$ cat config.mk
export PLATFORM = sky130hd
export DESIGN_NAME = alu_seq
export DESIGN_NICKNAME = d
export VERILOG_FILES = /design/src/rtl/alu_seq.sv
export SDC_FILE = /design/constraint.sdc
export NUM_CORES = 1
export LEC_CHECK = 0
export BUFFER_PORTS_ARGS = -buffer_cell sky130_fd_sc_hd__buf_4
export CAP_MARGIN = 40
export CORE_MARGIN = 10
export CORE_UTILIZATION = 47
export CTS_BUF_LIST = sky130_fd_sc_hd__clkbuf_4
export CTS_CLUSTER_SIZE = 40
export DETAILED_ROUTE_END_ITERATION = 7
export PLACE_DENSITY = 0.68
export RECOVER_POWER = 25
export SLEW_MARGIN = 15
export SYNTH_ARGS = -nofsm -noshare
export SYNTH_HDL_FRONTEND = slang
export SYNTH_SLANG_ARGS = --single-unit
$ cat constraint.sdc
create_clock -name clk -period 4.35 [get_ports clk]
set_clock_uncertainty 0.15 [all_clocks]
set_input_delay 0 -clock clk [delete_from_list [all_inputs] [get_ports clk]]
set_output_delay 0 -clock clk [all_outputs]
set_load 0.01 [all_outputs]
$ cat src/rtl/alu_seq.sv
// rtl/alu_seq.sv - registered ALU with NZCV flags and an iterative shift-add multiplier
module alu_seq #(
  parameter int WIDTH = 32,
  parameter int CNT_W = $clog2(WIDTH + 1)
) (
  input  logic             clk,
  input  logic             reset,
  input  logic             in_valid,
  output logic             in_ready,
  input  logic [WIDTH-1:0] a,
  input  logic [WIDTH-1:0] b,
  input  logic [2:0]       ALUControl,
  output logic             out_valid,
  input  logic             out_ready,
  output logic [WIDTH-1:0] Result,
  output logic [3:0]       ALUFlags,
  output logic             busy
);

  localparam logic [2:0] OP_ADD = 3'b000;
  localparam logic [2:0] OP_SUB = 3'b001;
  localparam logic [2:0] OP_AND = 3'b010;
  localparam logic [2:0] OP_ORR = 3'b011;
  localparam logic [2:0] OP_EOR = 3'b100;
  localparam logic [2:0] OP_MUL = 3'b101;
  localparam logic [2:0] OP_BIC = 3'b110;

  typedef enum logic {
    S_IDLE = 1'b0,
    S_MUL  = 1'b1
  } state_t;

  state_t state;
  state_t state_next;

  logic             in_fire;
  logic             is_mul;
  logic             last_iter;
  logic [WIDTH-1:0] mcand;
  logic [WIDTH-1:0] mplier;
  logic [WIDTH-1:0] acc;
  logic [WIDTH-1:0] acc_next;
  logic [CNT_W-1:0] count;

  logic [WIDTH-1:0] b_op;
  logic [WIDTH:0]   sum;
  logic [WIDTH-1:0] alu_res;
  logic             alu_c;
  logic             alu_v;

  assign in_fire   = in_valid && in_ready;
  assign is_mul    = (ALUControl == OP_MUL);
  assign last_iter = (count == CNT_W'(WIDTH - 1));

  // The final iteration's partial product is folded in on the same edge that publishes the result
  assign acc_next = mplier[0] ? (acc + mcand) : acc;

  // Shared adder: SUB is a + ~b + 1, so the carry out means "no borrow"
  assign b_op = ALUControl[0] ? ~b : b;
  assign sum  = {1'b0, a} + {1'b0, b_op} + {{WIDTH{1'b0}}, ALUControl[0]};

  // Single-cycle result and carry/overflow for every non-multiply encoding
  always_comb begin
    alu_res = sum[WIDTH-1:0];
    alu_c   = 1'b0;
    alu_v   = 1'b0;
    case (ALUControl)
      OP_ADD, OP_SUB: begin
        alu_res = sum[WIDTH-1:0];
        alu_c   = sum[WIDTH];
        alu_v   = ~(a[WIDTH-1] ^ b[WIDTH-1] ^ ALUControl[0]) & (a[WIDTH-1] ^ sum[WIDTH-1]);
      end
      OP_AND:  alu_res = a & b;
      OP_ORR:  alu_res = a | b;
      OP_EOR:  alu_res = a ^ b;
      OP_MUL:  alu_res = '0;
      OP_BIC:  alu_res = a & ~b;
      default: alu_res = b;
    endcase
  end

  // State register
  always_ff @(posedge clk) begin
    if (reset) begin
      state <= S_IDLE;
    end else begin
      state <= state_next;
    end
  end

  // Next state: only an accepted MUL leaves IDLE, and it returns after WIDTH iterations
  always_comb begin
    state_next = state;
    case (state)
      S_IDLE:  if (in_fire && is_mul) state_next = S_MUL;
      S_MUL:   if (last_iter) state_next = S_IDLE;
      default: state_next = S_IDLE;
    endcase
  end

  // Handshake outputs: accept only when idle and the output slot is free or draining
  always_comb begin
    in_ready = (state == S_IDLE) && (!out_valid || out_ready);
    busy     = (state == S_MUL);
  end

  // Datapath: result/flag registers, output valid and the multiplier iteration state
  always_ff @(posedge clk) begin
    if (reset) begin
      out_valid <= 1'b0;
      Result    <= '0;
      ALUFlags  <= '0;
      acc       <= '0;
      mcand     <= '0;
      mplier    <= '0;
      count     <= '0;
    end else begin
      if (out_valid && out_ready) begin
        out_valid <= 1'b0;
      end
      if (state == S_IDLE) begin
        if (in_fire) begin
          if (is_mul) begin
            mcand     <= a;
            mplier    <= b;
            acc       <= '0;
            count     <= '0;
            out_valid <= 1'b0;
          end else begin
            Result    <= alu_res;
            ALUFlags  <= {alu_res[WIDTH-1], (alu_res == '0), alu_c, alu_v};
            out_valid <= 1'b1;
          end
        end
      end else begin
        acc    <= acc_next;
        mcand  <= mcand << 1;
        mplier <= mplier >> 1;
        count  <= count + CNT_W'(1);
        if (last_iter) begin
          Result    <= acc_next;
          ALUFlags  <= {acc_next[WIDTH-1], (acc_next == '0), 2'b00};
          out_valid <= 1'b1;
        end
      end
    end
  end

endmodule

==> results.sh, run 1 <==
export IMPL_run_status="finished clean"
export IMPL_ir_worst_vdd_mv=0.113
export IMPL_hp_class="input pin to flop"
export IMPL_die_x_um=179
export IMPL_clock_fmax_mhz=253
export IMPL_io_pins=110
export IMPL_report_final_slew_viol_count=0
export IMPL_routabilityCongestion=1.00
export IMPL_synthFlopType="dfxtp_1"
export IMPL_start_util=0.474
export IMPL_hold_viol=0
export IMPL_final_cells=2128
export IMPL_worst_pin_slew_ns=1.42
export IMPL_max_cap_violations=0
export IMPL_cp_slowest_cell="or4_1"
export IMPL_critPathCaptureType="flop"
export IMPL_seq_power_share=0.386
export IMPL_post_dp_cell_area_sq_um=13000
export IMPL_ys_warn_count=0
export IMPL_path_class="flop to flop"
export IMPL_clkLatencyLatePin_ns=0.58
export IMPL_syn_area_per_cell_sq_um=7.30
export IMPL_rsz0062_at_grt="false"
export IMPL_die_y_um=179
export IMPL_ant_nets=0
export IMPL_ys_seq_area_frac=0.234
export IMPL_grt_max_degree=69
export IMPL_routed_wl_um=42800
export IMPL_synthTopCellsByCount="a21oi_1, nand2_1, dfxtp_1"
export IMPL_synth_top_cell_by_area="dfxtp_1"
export IMPL_cp_required_ns=4.69
export IMPL_swShare=0.383
export IMPL_critPathLaunchType="flop"
export IMPL_max_stage_delay_ns=0.52
export IMPL_relSlewSlack=0.0515
export IMPL_grt_pass1_vias=12125
export IMPL_clk_path_buf_depth=2
export IMPL_leakagePower_uw=0.00594
export IMPL_power_density_nw_per_um2=245
export IMPL_intPower_uw=2140
export IMPL_synth_area_leaders="dfxtp_1, ha_1, a21oi_1"
export IMPL_clkTransAtPathRegs_ns=0.15
export IMPL_power_switching_uw=1330
export IMPL_async_flop_share=0
export IMPL_design_area_sq_um=14200
export IMPL_setup_viol=0
export IMPL_synth_edff_count=0
export IMPL_avgRoutedWirePerCell_um=20.1
export IMPL_cts_setup_buffers=0
export IMPL_track_usage=0.264
export IMPL_antenna_found_initial=2
export IMPL_critPathMostFrequentCell="or4_1"
export IMPL_cp_arrival_ns=4.29
export IMPL_cts_hold_buf=99
export IMPL_drc=0
export IMPL_vias_per_cell=6.06
export IMPL_row_count=58
export IMPL_combPwrFrac=0.349
export IMPL_dieArea_sq_um=32000
export IMPL_synth_top_area_share=0.234
export IMPL_yosysUniqueCellTypes=78
export IMPL_syn_inst=1627
export IMPL_grt_first_pass_wirelength_um=67400
export IMPL_path_cells="ha_1, fa_1, a21o_1, a221oi_2, o21ai_2, a21boi_2, xnor2_1, mux2_4, or4_1, nor2_1, nand4b_1, or4_1, o31ai_1"
export IMPL_finalSetupTns_ns=0
export IMPL_reg2reg_depth=13
export IMPL_syn_num_nets=1803
export IMPL_dr_pass1_iters=5
export IMPL_cts_tree="built"
export IMPL_synth_most_common_cell="a21oi_1"
export IMPL_cts_resized=0
export IMPL_numCtsBuffers=17
export IMPL_port_buffer_count=109
export IMPL_drive_gt1_frac=0.100
export IMPL_whs_ns=0.0757
export IMPL_fin_crit_sh=0.908
export IMPL_routed_via_count=12896
export IMPL_fin_nets=1959
export IMPL_hpwl_um=31400
export IMPL_clkPwrFrac=0.265
export IMPL_period_needed_ns=3.95
export IMPL_drt_iter0_drc=1219
export IMPL_synth_seq_cells=139
export IMPL_worstPathMaxFanout=3
export IMPL_fill_cells=2441
export IMPL_core_sq_um=25000
export IMPL_cts_htree_levels=4
export IMPL_dp_cells=1995
export IMPL_syn_area_sq_um=11900
export IMPL_min_path_cells=5
export IMPL_syn_to_final_growth_pct=19.3
export IMPL_cts_sinks=139
export IMPL_clock_root_buffer="clkbuf_4"
export IMPL_grt_ovfl_total=0
==> worst max-delay path: cells and delay by family (launching register included) <==
kind            cells  cell delay, ns
simple gates        4            1.25
compound gates      5            1.11
fa+ha+maj           2            0.67
flops               1            0.36
mux                 1            0.26
xor+xnor            1            0.07
==> logic make-up after synthesis <==
group	count (synthesis)	synth area share
AOI/OAI and AO/OA	562	0.296
xor gates and xnor gates	87	0.0642
adders and majority gates	105	0.112
buffers and inverters	190	0.0604
DFF	139	0.234
muxes	43	0.0388
and+or+nand+nor	501	0.195
==> power by group through the flow <==
stage / registers (uW) / logic, uW / clock network [uW]
after floorplan: 1380 / 719 / 0
final: 1340 / 1210 / 921
after CTS: 1340 / 1210 / 936
after global placement: 1370 / 1140 / 0
after global routing: 1350 / 1320 / 980
after detailed placement: 1370 / 1140 / 0
==> sequential cells by signal, indices dropped and copies added (netlist names) <==
name / count
Result: 32
acc: 32
mcand: 32
mplier: 32
count: 6
ALUFlags: 3
busy: 1
out_valid: 1
==> path summary, 6_finish.rpt <==
path	from	to	slack [ns]
setup / recovery	mcand[0]$_SDFFE_PP0P_	ALUFlags[2]$_SDFFE_PP0P_	0.40
hold reg to reg	Result[23]$_SDFFE_PP0P_	Result[23]$_SDFFE_PP0P_	0.31
hold / removal	ALUControl[1]	Result[31]$_SDFFE_PP0P_	0.08
setup reg to reg	mcand[0]$_SDFFE_PP0P_	ALUFlags[2]$_SDFFE_PP0P_	0.40
==> routing by layer <==
metal | up-vias | track usage | wire, um
met3 | 50 | 0.0478 | 3860
met1 | 6091 | 0.374 | 19400
met2 | 532 | 0.404 | 18800
li1 | 6223 | - | -
met4 | 0 | 0.0634 | 746
met5 | - | 0 | 0
==> area by class of cell <==
type / instances / area, sq um / area share
clock inverter: 12 / 136 / 0.00963
clock buffer: 20 / 150 / 0.0106
antenna: 2 / 5.00 / 0.000353
timing repair buffer: 242 / 1950 / 0.137
inverter: 85 / 319 / 0.0225
tap: 330 / 413 / 0.0291
sequential: 139 / 2790 / 0.197
multi-input combinational: 1298 / 8410 / 0.594
==> metrics by stage <==
stage                     setup slack (ns)   util  power, uW
after floorplan                     0.0932      -       2100
after global placement               0.541  0.519       2510
after CTS                            0.368  0.571       3490
after detailed placement             0.431  0.520       2520
after global routing                 0.141  0.566       3650
final                                0.401  0.566       3480
==> placed cells by master (no fill, tap or decap), drive strengths merged, types with 71 or more instances in the layout <==
cell type / count
ha: 103
a21oi: 241
nand2: 216
o21ai: 72
buf: 104
a22oi: 71
dlygate4sd3: 99
nor2: 106
inv: 90
dfxtp: 139
(Power assumes the default switching activity.)
==> inputs of run 2 (changes only) <==
Settings changed: REMOVE_ABC_BUFFERS set to 1.
==> run 2 against run 1 <==
Effect of this change:
- clock power down 6.6%
- worst hold slack better by 0.048 ns
- register-to-register slack better by 0.03 ns
- worst setup slack better by 0.026 ns
- power down 1.8%
- global-route usage down 0.41 points
- die area unchanged
- critical path type unchanged
==> results.sh, run 2 (synthesized netlist as in run 1, its figures left out) <==
export IMPL_port_buffer_count=109
export IMPL_run_status="finished clean"
export IMPL_hold_viol=0
export IMPL_clk_path_buf_depth=2
export IMPL_clock_root_buffer="clkbuf_4"
export IMPL_drive_gt1_frac=0.102
export IMPL_track_usage=0.260
export IMPL_clkLatencyLatePin_ns=0.59
export IMPL_cts_hold_buf=108
export IMPL_worst_pin_slew_ns=1.39
export IMPL_ir_worst_vdd_mv=0.120
export IMPL_register_area_sq_um=2780
export IMPL_drt_iter0_drc=1130
export IMPL_numCtsBuffers=17
export IMPL_cp_required_ns=4.70
export IMPL_worstPathMaxFanout=3
export IMPL_dr_pass1_iters=5
export IMPL_grt_max_degree=67
export IMPL_setup_ws_ns=0.428
export IMPL_fin_crit_sh=0.902
export IMPL_die_x_um=179
export IMPL_multi_input_area_sq_um=8410
export IMPL_power_density_nw_per_um2=240
export IMPL_path_class="flop to flop"
export IMPL_hp_start="ALUControl[1]"
export IMPL_setup_viol=0
export IMPL_fill_cells=2357
export IMPL_hpwl_um=31300
export IMPL_cts_sinks=139
export IMPL_ant_nets=0
export IMPL_max_cap_violations=0
export IMPL_finalSetupTns_ns=0
export IMPL_cp_arrival_ns=4.28
export IMPL_crit_start="mcand[0]$_SDFFE_PP0P_"
export IMPL_grt_pass1_vias=12196
export IMPL_worstReg2RegStart="mcand[0]$_SDFFE_PP0P_"
export IMPL_cts_tree="built"
export IMPL_dp_cells=1999
export IMPL_grt_ovfl_total=0
export IMPL_relSlewSlack=0.0709
export IMPL_leakagePower_uw=0.00601
export IMPL_cts_resized=0
export IMPL_routed_wl_um=42600
export IMPL_final_common_cell="a21oi_1"
export IMPL_period_needed_ns=3.92
export IMPL_clkTransAtPathRegs_ns=0.15
export IMPL_drc=0
export IMPL_design_area_sq_um=14200
export IMPL_post_dp_cell_area_sq_um=13000
export IMPL_hp_class="input pin to flop"
export IMPL_dieArea_sq_um=32000
export IMPL_routed_via_count=12953
export IMPL_cts_setup_buffers=0
export IMPL_row_count=58
export IMPL_routabilityCongestion=0.968
export IMPL_antenna_found_initial=2
export IMPL_vias_per_cell=6.05
export IMPL_place_ws_ns=0.325
export IMPL_die_y_um=179
export IMPL_critPathLaunchType="flop"
export IMPL_crit_path_end="ALUFlags[2]$_SDFFE_PP0P_"
export IMPL_reg2reg_depth=13
export IMPL_final_cell_mix="a21oi_1, nand2_1, dfxtp_1, dlygate4sd3_1, buf_4"
export IMPL_fin_nets=1972
export IMPL_syn_to_final_growth_pct=20.0
export IMPL_grt_first_pass_wirelength_um=66500
export IMPL_r2r_slack_ns=0.43
export IMPL_core_sq_um=25000
export IMPL_rsz0062_at_grt="false"
export IMPL_final_cells=2142
export IMPL_io_pins=110
export IMPL_cts_htree_levels=4
export IMPL_critPathCaptureType="flop"
export IMPL_clock_fmax_mhz=255
export IMPL_start_util=0.474
export IMPL_avgRoutedWirePerCell_um=19.9
export IMPL_reg2reg_to="ALUFlags[2]$_SDFFE_PP0P_"
export IMPL_report_final_slew_viol_count=0
-- run 2: cell count changes in the layout (fill, tap and decap cells not counted), sizes merged --
cell         change
dlygate4sd3      +9
buf              +4
clkbuf           -3
bufinv           -2
clkinv           +2
inv              +2
clkinvlp         +1
diode            +1
-- run 2: layout make-up --
cell class	instances	share of cell area
repair buffers	255	0.144
inverters	85	0.0224
flip-flops and latches	139	0.195
clock inverters	15	0.00931
clock buffers	17	0.00896
diodes	3	0.000527
multi-input cells	1298	0.590
well taps	330	0.0290
-- run 2: per-stage QoR --
step,util,power (uW),hold WS (ns)
5_1_grt,0.569,3610,0.103
2_1_floorplan,-,2040,-0.0809
4_1_cts,0.575,3420,0.0573
6_report,0.569,3420,0.123
3_3_place_gp,0.520,2500,0.142
3_5_place_dp,0.521,2510,0.141
-- run 2: where the power goes --
part | leakage [uW] | switching, uW | internal (uW) | total (uW)
clock | 0.000138 | 612 | 248 | 860
combinational | 0.00474 | 745 | 468 | 1210
sequential | 0.00113 | 27.9 | 1320 | 1340
-- run 2: worst max-delay path: stages, from the launching register on --
cell	delay, ns
dfxtp_1	0.36
ha_1	0.24
fa_1	0.41
a21o_1	0.21
a221oi_2	0.39
o21ai_2	0.14
a21boi_2	0.16
xnor2_1	0.07
mux2_4	0.26
or4_1	0.53
nor2_1	0.11
nand4b_1	0.13
or4_1	0.49
o31ai_1	0.20
-- run 2: per-layer routing --
| layer | GRT usage | part of all wire |
|---|---|---|
| met1 | 0.360 | 0.45 |
| met2 | 0.410 | 0.45 |
| met3 | 0.0388 | 0.071 |
| met4 | 0.0730 | 0.022 |
| met5 | 0 | 0 |
-- run 2: worst min-delay path by stage --
stage                                     endpoint  slack, ns  cells past startpoint
final                       Result[0]$_SDFFE_PP0P_       0.12                      6
after global routing        mplier[3]$_SDFFE_PP0P_       0.10                      4
after CTS                   Result[0]$_SDFFE_PP0P_       0.06                      6
after detailed placement      out_valid$_SDFF_PP0_       0.14                      3
after global placement        out_valid$_SDFF_PP0_       0.14                      3
after floorplan           ALUFlags[1]$_SDFFE_PP0P_      -0.08                      1
